[config.mk]
export PLATFORM = sky130hd
export DESIGN_NAME = rll_key_loader
export DESIGN_NICKNAME = d
export VERILOG_FILES = /design/src/rtl/rll_key_pkg.sv /design/src/rtl/rll_key_loader.sv
export SDC_FILE = /design/constraint.sdc
export NUM_CORES = 1
export LEC_CHECK = 0
export ABC_AREA = 1
export CORE_MARGIN = 3
export CORE_UTILIZATION = 25
export DETAILED_ROUTE_END_ITERATION = 6
export GPL_TIMING_DRIVEN = 0
export HOLD_SLACK_MARGIN = 0.05
export PLACE_DENSITY = 0.42
export SYNTH_ARGS = -nofsm -noshare
export SYNTH_HDL_FRONTEND = slang
export SYNTH_SLANG_ARGS = --single-unit
[constraint.sdc]
create_clock -name clk -period 1.4 [get_ports clk]
set_input_delay 0.42 -clock clk [delete_from_list [all_inputs] [get_ports clk]]
set_output_delay 0.42 -clock clk [all_outputs]
set_load 0.01 [all_outputs]
[src/rtl/rll_key_pkg.sv]
// Shared types and constants for the RLL serial key loader.
// Optional feature macro: RLL_KEY_PARITY_CHECK_EN.
package rll_key_pkg;

  localparam int RLL_KEY_WIDTH_DEF = 16;

  typedef enum logic [2:0] {
    IDLE,
    SHIFT,
    PARITY,
    COMMIT,
    DONE,
    ERROR
  } rll_key_state_t;

  function automatic int rll_key_cnt_w(input int w);
    return $clog2(w + 1);
  endfunction

endpackage

[src/rtl/rll_key_loader.sv]
// Serial key loader: shifts the unlock key into a shadow register and commits it whole.
// Optional macro RLL_KEY_PARITY_CHECK_EN adds an even-parity beat and an error state.
module rll_key_loader
  import rll_key_pkg::*;
#(
  parameter int KEY_WIDTH = RLL_KEY_WIDTH_DEF
) (
  input  logic                 clk,
  input  logic                 rst,
  input  logic                 key_load_start,
  input  logic                 key_sdi,
  input  logic                 key_sdi_valid,
  output logic                 key_sdi_ready,
  output logic [KEY_WIDTH-1:0] key_out,
  output logic                 key_valid,
  output logic                 key_busy,
  output logic                 key_err
);

  localparam int CW = rll_key_cnt_w(KEY_WIDTH);

  rll_key_state_t state, state_nxt;

  logic [KEY_WIDTH-1:0] shadow, shadow_nxt;
  logic [KEY_WIDTH-1:0] key_nxt;
  logic [CW-1:0]        bit_cnt, cnt_nxt;
  logic                 valid_nxt;
  logic                 beat;
  logic                 last;

`ifdef RLL_KEY_PARITY_CHECK_EN
  logic err_q, err_nxt;
  assign key_err = err_q;
`else
  assign key_err = 1'b0;
`endif

  assign key_busy      = (state == SHIFT) || (state == PARITY);
  assign key_sdi_ready = key_busy && !key_load_start;
  assign beat          = key_sdi_valid && key_sdi_ready;
  assign last          = (bit_cnt == CW'(KEY_WIDTH - 1));

  // Next-state, shadow fill and commit decisions.
  always_comb begin
    state_nxt  = state;
    shadow_nxt = shadow;
    cnt_nxt    = bit_cnt;
    key_nxt    = key_out;
    valid_nxt  = key_valid;
`ifdef RLL_KEY_PARITY_CHECK_EN
    err_nxt    = err_q;
`endif
    if (key_load_start) begin
      state_nxt  = SHIFT;
      shadow_nxt = '0;
      cnt_nxt    = '0;
      key_nxt    = '0;
      valid_nxt  = 1'b0;
`ifdef RLL_KEY_PARITY_CHECK_EN
      err_nxt    = 1'b0;
`endif
    end else begin
      unique case (state)
        IDLE: ;
        SHIFT: begin
          if (beat) begin
            for (int i = 0; i < KEY_WIDTH; i++) begin
              if (bit_cnt == CW'(i)) shadow_nxt[i] = key_sdi;
            end
            cnt_nxt = bit_cnt + CW'(1);
            if (last) begin
`ifdef RLL_KEY_PARITY_CHECK_EN
              state_nxt = PARITY;
`else
              state_nxt = COMMIT;
`endif
            end
          end
        end
`ifdef RLL_KEY_PARITY_CHECK_EN
        PARITY: begin
          if (beat) begin
            if ((^shadow) ^ key_sdi) begin
              state_nxt = ERROR;
              err_nxt   = 1'b1;
              key_nxt   = '0;
              valid_nxt = 1'b0;
            end else begin
              state_nxt = COMMIT;
            end
          end
        end
        ERROR: ;
`endif
        COMMIT: begin
          key_nxt   = shadow;
          valid_nxt = 1'b1;
          state_nxt = DONE;
        end
        DONE: ;
        default: state_nxt = IDLE;
      endcase
    end
  end

  // State, shadow and committed-key registers.
  always_ff @(posedge clk) begin
    if (rst) begin
      state     <= IDLE;
      shadow    <= '0;
      bit_cnt   <= '0;
      key_out   <= '0;
      key_valid <= 1'b0;
`ifdef RLL_KEY_PARITY_CHECK_EN
      err_q     <= 1'b0;
`endif
    end else begin
      state     <= state_nxt;
      shadow    <= shadow_nxt;
      bit_cnt   <= cnt_nxt;
      key_out   <= key_nxt;
      key_valid <= valid_nxt;
`ifdef RLL_KEY_PARITY_CHECK_EN
      err_q     <= err_nxt;
`endif
    end
  end

endmodule

* Word level (Yosys, flattened, before mapping)
Index checks and enable logic that the tools add are counted.
** Cells by class
- Bitwise operators :: 1
- Equality and inequality tests :: 24
- Add/subtract/negate cells :: 1
- Muxes and demuxes :: 4
- Reductions and logical operators :: 27
** Operators by type and width (number)
- 3-bit AND reduction :: 18
- 5-bit by 4-bit equality test with 1-bit output, second input constant :: 8
- 5-bit by 3-bit equality test with 1-bit output, second input constant :: 4
- 5-bit by 2-bit equality test with 1-bit output, second input constant :: 2
- 3-bit case mux with 3 select lines :: 1
- 3-bit by 2-bit equality test with 1-bit output, second input constant :: 2
- 3-bit 2-to-1 mux :: 2
- 3-bit inequality test, second input constant :: 2
- 5-bit by 1-bit adder with 5-bit output, second input constant :: 1
- 5-bit by 1-bit equality test with 1-bit output, second input constant :: 1
- 5-bit logical NOT :: 1
- 2-bit inequality test, second input constant :: 2
- 2-bit OR reduction :: 2
- 3-bit by 1-bit equality test with 1-bit output, second input constant :: 1
- 3-bit equality test, second input constant :: 1
- 3-bit logical NOT :: 1
- 1-bit logical AND :: 2
- 2-bit by 1-bit inequality test with 1-bit output, second input constant :: 1
- 2-bit AND reduction :: 1
- 1-bit logical NOT :: 1
- 1-bit logical OR :: 1
- 1-bit 2-to-1 mux :: 1
- 1-bit inverter :: 1
** Storage, ports and cells
- Bits in registers :: 41

* Depth between registers and ports, before layout
Gate-level depths: netlist of run 1.
- Depth after elaboration :: 7
- Gate-level depth with buffers :: 9
- Depth with buffers taken out :: 8

* Least setup slack after synthesis of run 1
Ideal clock, no wire load.
- Path kind :: input-to-output
- From :: in key_load_start
- To :: out key_sdi_ready
- Arrival time :: 948 ps
- Required time :: 980 ps
- Slack :: 32 ps
- Stages :: 3
- Cell sequence :: nor3_2 -> buf_4 -> buf_4
** On the way
- Longest elaborated chain between the ends :: 2
** Ends and longest elaborated chain
- from (decl) :: line rll_key_loader.sv:10 : input logic key_load_start,
- 1-bit logical NOT :: line rll_key_loader.sv:39 : assign key_sdi_ready = key_busy && !key_load_start;
- 1-bit logical AND :: line rll_key_loader.sv:39
- to (decl) :: line rll_key_loader.sv:13 : output logic key_sdi_ready,
Every way passes these cells.

* Worst setup path in the final report of run 1
Same ends and word-level chain as after synthesis.

==> flow_metrics.env, run 1 <==
export IMPL_coreArea_sq_mm=0.00698
export IMPL_cts_root_buf="clkbuf_8"
export IMPL_max_stage_delay_ns=0.28
export IMPL_fin_crit_ns=1.67
export IMPL_fmaxAchievable_mhz=599
export IMPL_crit_buf_inv=4
export IMPL_wl_per_cell_um=11.9
export IMPL_die_area_sq_mm=0.00850
export IMPL_grt_pass1_vias=1744
export IMPL_synth_yosys_seq_area_share=0.442
export IMPL_port_buffer_count=23
export IMPL_layout_commonest_cell="nor2_1"
export IMPL_crit_path_end_kind="output port"
export IMPL_setup_viol=5
export IMPL_slowest_stage="dlygate4sd2_1"
export IMPL_clock_sinks=41
export IMPL_fin_crit_sh=1.19
export IMPL_die_h_um=92.2
export IMPL_place_ws_ns=-1.13
export IMPL_grt_usage=0.121
export IMPL_final_util=0.360
export IMPL_crit_arrival_ns=1.25
export IMPL_gp_congestion=0.793
export IMPL_start_util=0.266
export IMPL_routed_wl_mm=4.79
export IMPL_diodes=0
export IMPL_synthTopCellsByArea="dfxtp_1 (44%), nor2_1 (12%), nand2_1 (8.1%)"
export IMPL_wl_met3_um=142
export IMPL_dpl_hpwl_mm=3.35
export IMPL_ant_nets=0
export IMPL_num_vias=1749
export IMPL_cts_hold_buf=0
export IMPL_nNetsFinal=315
export IMPL_ioPinCount=25
export IMPL_route_met2_wl_mm=2.32
export IMPL_syn_nets=276
export IMPL_worstSetupPathType="in -> out"
export IMPL_die_w_um=92.2
export IMPL_syn_cell_area_sq_mm=0.00186
export IMPL_path_clk_slew_ns=0.07
export IMPL_numCtsBuffers=5
export IMPL_cp_common_cell="buf_6"
export IMPL_drv_max_cap_violation_count=0
export IMPL_antenna_found_initial=0
export IMPL_drive_above_1_share=0.197
export IMPL_fill_cells=781
export IMPL_htreeDepth=2
export IMPL_start_kind="primary input"
export IMPL_firstDrtPassIters=4
export IMPL_insertion_delay_ns=0.29
export IMPL_fin_worst_skew_ns=0.00772
export IMPL_syn_inst=266
export IMPL_finalWorstSetupSlack_ns=-0.269
export IMPL_path_delay_family="buffers and inverters"
export IMPL_grt_pass1_wl_mm=8.24
export IMPL_layout_common_cells="nor2_1 (50), dfxtp_1 (37), nand2_1 (35), inv_1 (23), nand3_1 (23)"
export IMPL_area_delta_synth_final_pct=35.2
export IMPL_crit_path_cell_trace="dlygate4sd2_1 > nor3_4 > buf_6 > buf_8 > buf_6"
export IMPL_ir_drop_mv=0.367
export IMPL_netlist_top_cell_by_area="dfxtp_1"
export IMPL_rsz0062_at_grt="true"
export IMPL_drcViolationCount=0
export IMPL_cts_tree="built"
export IMPL_p_per_area_mw_per_mm2=848
export IMPL_violations="setup timing"
export IMPL_min_delay_path_class="reg -> reg"
export IMPL_clock_path_buffers=2
export IMPL_ys_ff_latch=41
export IMPL_slew_viol_final=0
export IMPL_drtIter0Drc=60
export IMPL_hold_viol_final=0
export IMPL_yosys_warnings=0
export IMPL_grt_overflow=0
export IMPL_crit_required_ns=0.98
export IMPL_top_layer="met4"
export IMPL_grt_max_degree=12
export IMPL_viasPerCell=4.36
export IMPL_yosysUniqueCellTypes=17
export IMPL_row_count=30
export IMPL_met1Wirelength_mm=2.29
export IMPL_avgSynthCellArea_sq_um=6.99
export IMPL_path_max_fanout=3
export IMPL_outcome="finished, violations left"
export IMPL_p_leak_nw=1.13
export IMPL_total_power_mw=2.13
export IMPL_netlist_area_leader_share=0.442
## metrics by stage
stage                     setup TNS, ns  instance area (sq um)  hold WS [ns]  cells
after floorplan                       0                   1860         0.430    266
after global placement           -23.64                   2210         0.448    385
after detailed placement         -24.07                   2210         0.454    385
after CTS                         -1.62                   2420         0.464    399
after global routing              -2.61                   2510         0.483    401
final                            -0.402                   2510         0.456    401
## worst min-delay path, cell delays in order (launching register included)
cell     delay [ns]
dfxtp_1        0.30
inv_1          0.06
a21oi_1        0.06
## path summary, 6_finish.rpt
kind / start / endpoint / slack, ns / cells after the start
worst max-delay path: key_load_start / key_sdi_ready / -0.27 / 5
worst min-delay path: shadow[4] / key_out[4] / 0.46 / 2
worst max register to register: state[0] / key_out[8] / -0.02 / 6
worst min register to register: shadow[4] / key_out[4] / 0.46 / 2
## sequential cells by signal, indices dropped and copies added, names as in the netlist
signal,count
key_valid,1
key_out,16
shadow,16
state,3
bit_cnt,5
## synthesized netlist by cell type
cell type and n:
clkbuf_1 6, xor2_1 2, nor3_2 1, nand4_1 11
ha_1 5, nand3_1 26, buf_4 4, nor2_1 57
nand2_1 40, dfxtp_1 41, a21oi_1 20, buf_2 6
buf_1 1, and3_1 1, inv_1 26, conb_1 1
o21ai_0 18
## final cells by class
| class | instances | area [sq um] | area share |
|---|---|---|---|
| clock buffers | 7 | 86.3 | 0.0344 |
| repair buffers | 34 | 303 | 0.121 |
| well taps | 96 | 120 | 0.0478 |
| flip-flops and latches | 41 | 831 | 0.331 |
| inverters | 26 | 97.6 | 0.0389 |
| plain buffers | 15 | 128 | 0.0508 |
| multi-input cells | 182 | 946 | 0.377 |
## routing by layer
layer	up-vias	track usage
met5	-	0
met4	0	0.0260
met2	22	0.212
met1	797	0.151
li1	925	-
met3	5	0.0271
## what timing repair did
item / CTS / global route
hold endpoints to repair: 0 / 0
endpoints found under the setup margin: 59 / 40
resized for setup: 61 / 25
setup buffers: 12 / 5
cloned: 1 / 0
pin swaps: 8 / 9
## report_power, final
group | switching [mW] | leakage [nW] | internal (mW)
combinational | 0.0951 | 0.750 | 0.0775
clock | 0.394 | 0.0443 | 0.392
sequential | 0.00502 | 0.333 | 1.17
total | 0.494 | 1.13 | 1.63
## kinds of logic after synthesis
kind of cell    synth area share
flops                      0.442
simple gates               0.312
other cells              0.00202
xor+xnor                 0.00943
buf+inv                   0.0990
compound gates             0.102
fa+ha+maj                 0.0337
Power figures use the tool's default switching activity.
==> inputs of run 2 (changes only) <==
Settings changed: ABC_AREA 1 to 0, PLACE_DENSITY 0.42 to 0.52.
==> run 2 against run 1 <==
Compared with the run above: the run still ends with setup timing left; total power up 8.0%; cell count shrank 22%; via count fell by 17%; register-to-register slack about the same; clock skew up 0.0069 ns; critical path depth fell by 2; global-route usage shrank 0.70 points; largest cell class unchanged; highest routed layer unchanged.
==> flow_metrics.env, run 2 <==
export IMPL_outcome="finished, violations left"
export IMPL_violations="setup timing"
export IMPL_crit_buf_inv=1
export IMPL_drcViolationCount=0
export IMPL_grt_pass1_vias=1444
export IMPL_ys_ff_latch=41
export IMPL_die_h_um=89.3
export IMPL_die_area_sq_mm=0.00797
export IMPL_ant_nets=0
export IMPL_fmaxAchievable_mhz=685
export IMPL_fin_area_sq_mm=0.00234
export IMPL_cts_hold_buf=0
export IMPL_netlist_area_leader_share=0.473
export IMPL_coreArea_sq_mm=0.00653
export IMPL_avgSynthCellArea_sq_um=8.67
export IMPL_grt_usage=0.114
export IMPL_synth_yosys_seq_area_share=0.473
export IMPL_largestRegisters="key_out x16, shadow x16, bit_cnt x5"
export IMPL_syn_cell_area_sq_mm=0.00173
export IMPL_drive_above_1_share=0.203
export IMPL_cts_tree="built"
export IMPL_slowest_stage="dfxtp_4"
export IMPL_antenna_found_initial=0
export IMPL_start_util=0.266
export IMPL_rsz0062_at_grt="true"
export IMPL_nNetsFinal=246
export IMPL_crit_path_end_kind="output port"
export IMPL_p_per_area_mw_per_mm2=981
export IMPL_p_leak_nw=0.975
export IMPL_netlist_top_cell_by_area="dfxtp_1"
export IMPL_grt_overflow=0
export IMPL_grt_pass1_wl_mm=7.02
export IMPL_path_max_fanout=5
export IMPL_place_area_sq_mm=0.00207
export IMPL_crit_required_ns=0.98
export IMPL_drv_max_cap_violation_count=0
export IMPL_numCtsBuffers=5
export IMPL_clock_path_buffers=2
export IMPL_yosys_warnings=0
export IMPL_synth_edf_count=0
export IMPL_row_count=29
export IMPL_synthTopCellsByArea="dfxtp_1 (47%), nand2_1 (11%), mux2i_1 (9.2%)"
export IMPL_fin_crit_ns=1.46
export IMPL_slew_viol_final=0
export IMPL_path_delay_family="flip-flops"
export IMPL_routed_wl_mm=3.99
export IMPL_min_delay_path_class="reg -> reg"
export IMPL_finalWorstSetupSlack_ns=-0.0596
export IMPL_hold_viol_final=0
export IMPL_grt_use_met1=0.151
export IMPL_use_met3=0.0350
export IMPL_drtIter0Drc=63
export IMPL_path_clk_slew_ns=0.08
export IMPL_grt_use_met2=0.177
export IMPL_grt_max_degree=15
export IMPL_yosysUniqueCellTypes=32
export IMPL_area_delta_synth_final_pct=35.1
export IMPL_hold_ws_ns=0.453
export IMPL_viasPerCell=4.60
export IMPL_worstSetupPathType="reg -> out"
export IMPL_fin_crit_sh=1.04
export IMPL_dp_cells=300
export IMPL_wl_per_cell_um=12.7
export IMPL_htreeDepth=2
export IMPL_final_cell_count_no_fill=314
export IMPL_dpl_hpwl_mm=2.68
export IMPL_max_stage_delay_ns=0.38
export IMPL_crit_arrival_ns=1.04
export IMPL_synth_top_flop_cell="dfxtp_1"
export IMPL_port_buffer_count=23
export IMPL_syn_nets=210
export IMPL_layout_common_cells="nand2_1 (48), dfxtp_1 (37), a21oi_1 (20), dlygate4sd2_1 (19), mux2i_1 (16)"
export IMPL_gp_congestion=0.753
export IMPL_fin_worst_skew_ns=0.0147
export IMPL_syn_inst=200
export IMPL_insertion_delay_ns=0.31
export IMPL_place_ws_ns=-0.891
export IMPL_num_vias=1443
export IMPL_start_kind="flop"
export IMPL_setup_viol=3
export IMPL_yosysMostFrequentCell="nand2_1"
export IMPL_grt_most_used_layer="met2"
export IMPL_firstDrtPassIters=4
export IMPL_die_w_um=89.3
export IMPL_layout_commonest_cell="nand2_1"
export IMPL_ioPinCount=25
export IMPL_diodes=0
export IMPL_clock_sinks=41
export IMPL_crit_path_cell_trace="xnor2_4 > nor3_2 > buf_2"
export IMPL_cts_root_buf="clkbuf_8"
export IMPL_ir_drop_mv=0.311
export IMPL_synth_common_cells="nand2_1 (49), dfxtp_1 (41), a21oi_1 (21), mux2i_1 (16), nand4_1 (15)"
export IMPL_async_flop_share=0
export IMPL_setup_tns_ns=-0.139
[run 2: changes by cell type in the layout (fill, tap and decap cells not counted), moves of 6 or more]
cell | before | now
nor2_1 | 50 | 7
buf_6 | 8 | 2
inv_1 | 23 | 4
nand2_1 | 35 | 48
mux2i_1 | 0 | 16
o21ai_0 | 18 | 0
nand3_1 | 23 | 4
[run 2: area by class of cell]
type | count | area [sq um]
clock buffer | 5 | 68.8
inverter | 4 | 15.0
clock inverter | 3 | 46.3
timing repair buffer | 31 | 256
multi-input combinational | 142 | 937
buffer | 11 | 88.8
fill | 676 | 4190
sequential | 41 | 833
tap | 77 | 96.3
[run 2: through the flow]
stage | util | total power [mW]
after floorplan | - | 1.27
after global routing | 0.359 | 2.39
after detailed placement | 0.317 | 1.31
after global placement | 0.317 | 1.31
after CTS | 0.350 | 2.31
final | 0.359 | 2.30
[run 2: what timing repair did]
item                                    in CTS  in global routing
endpoints found under the hold margin        0                  0
resized for setup                           63                 13
gates cloned                                 2                  0
setup buffers                                5                  1
pin swaps                                    9                  8
endpoints found under the setup margin      58                 37
[run 2: where the power goes]
group,internal [mW],total (mW),switching [mW]
Combinational,0.0685,0.152,0.0833
Sequential,1.16,1.17,0.00581
Clock,0.534,0.977,0.443
[run 2: worst register-to-register path: stages, from the launching register on]
cell	delay (ns)
dfxtp_4	0.39
or3b_4	0.44
or4_4	0.43
a21oi_2	0.12
[run 2: logic make-up (layout without fill, tap and decap cells)]
logic type      count (synthesis)  in the layout  share of synthesized area
simple gates                   92             92                      0.266
flops                          41             41                      0.473
compound gates                 27             27                     0.0851
buf+inv                        17             54                     0.0404
mux                            16             16                     0.0924
fa+ha+maj                       5              5                     0.0361
other cells                     1              1                    0.00216
xor+xnor                        1              1                    0.00505
[run 2: metal layers]
metal / vias to the layer above / part of all wire
met5: - / 0
met4: 0 / 0.015
met3: 7 / 0.040
met2: 25 / 0.44
met1: 655 / 0.50
li1: 756 / -
[run 2: worst paths after layout]
kind,start,slack [ns],end,cells after the start
worst max-delay path,state[1],-0.06,key_sdi_ready,3
worst min-delay path,shadow[2],0.45,key_out[2],2
worst max register to register,state[2],-0.03,bit_cnt[2],3
worst min register to register,shadow[2],0.45,key_out[2],2
==> inputs of run 3 (changes only) <==
Settings changed: ABC_AREA 0 to not set, CTS_CLUSTER_SIZE set to 14, SKIP_LAST_GASP set to 1.
==> run 3 against run 2 <==
Compared with the run above: critical path depth did not move; utilization barely moved; largest cell class unchanged; count of clock-buffer cells in the layout did not move; the flow still finishes with violations (setup timing); highest routed layer unchanged; wire length rose by 0.90%.
==> flow_metrics.env, run 3 (same netlist as run 2, synthesis figures left out) <==
export IMPL_ir_drop_mv=0.306
export IMPL_firstDrtPassIters=4
export IMPL_layout_commonest_cell="nand2_1"
export IMPL_numCtsBuffers=5
export IMPL_coreArea_sq_mm=0.00653
export IMPL_slew_viol_final=0
export IMPL_nNetsFinal=246
export IMPL_fmaxAchievable_mhz=684
export IMPL_dpl_hpwl_mm=2.68
export IMPL_grt_overflow=0
export IMPL_ant_nets=0
export IMPL_ff2ff_setup_slack_ns=-0.04
export IMPL_finalWorstSetupSlack_ns=-0.0621
export IMPL_clock_path_buffers=2
export IMPL_total_power_mw=2.29
export IMPL_hold_path_end="key_out[2]"
export IMPL_path_max_fanout=5
export IMPL_gp_congestion=0.753
export IMPL_hold_viol_final=0
export IMPL_r2r_cells=3
export IMPL_area_delta_synth_final_pct=34.9
export IMPL_start_util=0.266
export IMPL_slowest_stage="dfxtp_4"
export IMPL_num_vias=1437
export IMPL_clock_sinks=41
export IMPL_drcViolationCount=0
export IMPL_max_stage_delay_ns=0.38
export IMPL_diodes=0
export IMPL_crit_arrival_ns=1.04
export IMPL_antenna_found_initial=0
export IMPL_fin_crit_ns=1.46
export IMPL_port_buffer_count=23
export IMPL_routed_wl_mm=4.03
export IMPL_start_kind="flop"
export IMPL_violations="setup timing"
export IMPL_min_from="shadow[2]"
export IMPL_worstSetupPathType="reg -> out"
export IMPL_crit_path_cell_trace="xnor2_4 > nor3_2 > buf_2"
export IMPL_r2r_end="bit_cnt[2]"
export IMPL_htreeDepth=2
export IMPL_grt_max_degree=15
export IMPL_setup_viol=3
export IMPL_setup_tns_ns=-0.148
export IMPL_grt_pass1_vias=1441
export IMPL_p_per_area_mw_per_mm2=981
export IMPL_row_count=29
export IMPL_r2r_start="state[2]"
export IMPL_rsz0062_at_grt="true"
export IMPL_p_leak_nw=0.975
export IMPL_crit_path_end_kind="output port"
export IMPL_path_delay_family="flip-flops"
export IMPL_final_util=0.358
export IMPL_die_h_um=89.3
export IMPL_fin_crit_sh=1.04
export IMPL_drtIter0Drc=38
export IMPL_cts_tree="built"
export IMPL_outcome="finished, violations left"
export IMPL_hold_ws_ns=0.453
export IMPL_drive_above_1_share=0.203
export IMPL_fin_worst_skew_ns=0.0151
export IMPL_largestRegisters="key_out x16, shadow x16, bit_cnt x5"
export IMPL_crit_required_ns=0.98
export IMPL_crit_buf_inv=1
export IMPL_grt_usage=0.114
export IMPL_cts_root_buf="clkbuf_8"
export IMPL_die_w_um=89.3
export IMPL_drv_max_cap_violation_count=0
export IMPL_min_delay_path_class="reg -> reg"
export IMPL_viasPerCell=4.58
export IMPL_die_area_sq_mm=0.00797
export IMPL_holdPathStages=2
export IMPL_ioPinCount=25
export IMPL_wl_per_cell_um=12.8
export IMPL_insertion_delay_ns=0.30
export IMPL_path_clk_slew_ns=0.08
export IMPL_layout_common_cells="nand2_1 (48), dfxtp_1 (37), a21oi_1 (20), dlygate4sd2_1 (19), mux2i_1 (16)"
export IMPL_grt_pass1_wl_mm=6.98
run 3: changes by cell type in the layout (fill, tap and decap cells not counted):
| cell | change |
|---|---|
| clkbuf_4 | -1 |
| clkbuf_2 | +1 |
run 3: final cells by class:
class	instances	area, sq um
fill	676	4190
tap	77	96.3
multi-input combinational	142	937
sequential	41	833
inverter	4	15.0
timing repair buffer	31	256
clock buffer	5	68.8
buffer	11	86.3
clock inverter	3	46.3
run 3: repair_timing:
action | CTS | global route
endpoints found under the setup margin | 58 | 37
pin swaps | 3 | 13
gates cloned | 2 | 0
hold buffers | 0 | 0
setup buffers | 5 | 1
resized for setup | 61 | 14
run 3: power by group:
group / switching, mW / internal [mW]
registers: 0.00582 / 1.16
clock network: 0.440 / 0.534
logic: 0.0836 / 0.0678
run 3: worst register-to-register path, delay by kind of cell, from the launching register on:
kind	cells	cell delay (ns)
AO/OA/AOI/OAI	1	0.12
AND/OR/NAND/NOR	2	0.86
flip-flops	1	0.39
run 3: how the worst max path moves through the flow:
stage | from | depth (start not counted) | slack (ns) | end
3_3_place_gp | key_load_start | 5 | -0.94 | shadow[3]
4_1_cts | key_load_start | 3 | -0.11 | key_sdi_ready
3_5_place_dp | key_load_start | 5 | -0.89 | shadow[1]
5_1_grt | state[1] | 3 | -0.13 | key_busy
2_1_floorplan | state[1] | 4 | 0.002 | bit_cnt[2]
6_report | state[1] | 3 | -0.06 | key_sdi_ready
run 3: layer usage:
layer | GRT usage | part of all wire | vias up
met4 | 0.0365 | 0.014 | 0
met2 | 0.177 | 0.44 | 21
met3 | 0.0350 | 0.041 | 7
met5 | 0 | 0 | -
li1 | - | - | 755
met1 | 0.151 | 0.51 | 654
run 3: stage by stage:
stage          std cells  setup slack [ns]  instance area, sq um
6_report             314           -0.0621                  2340
5_1_grt              314            -0.133                  2340
4_1_cts              313            -0.113                  2290
3_5_place_dp         300            -0.891                  2070
3_3_place_gp         300            -0.941                  2070
2_1_floorplan        200           0.00219                  1740
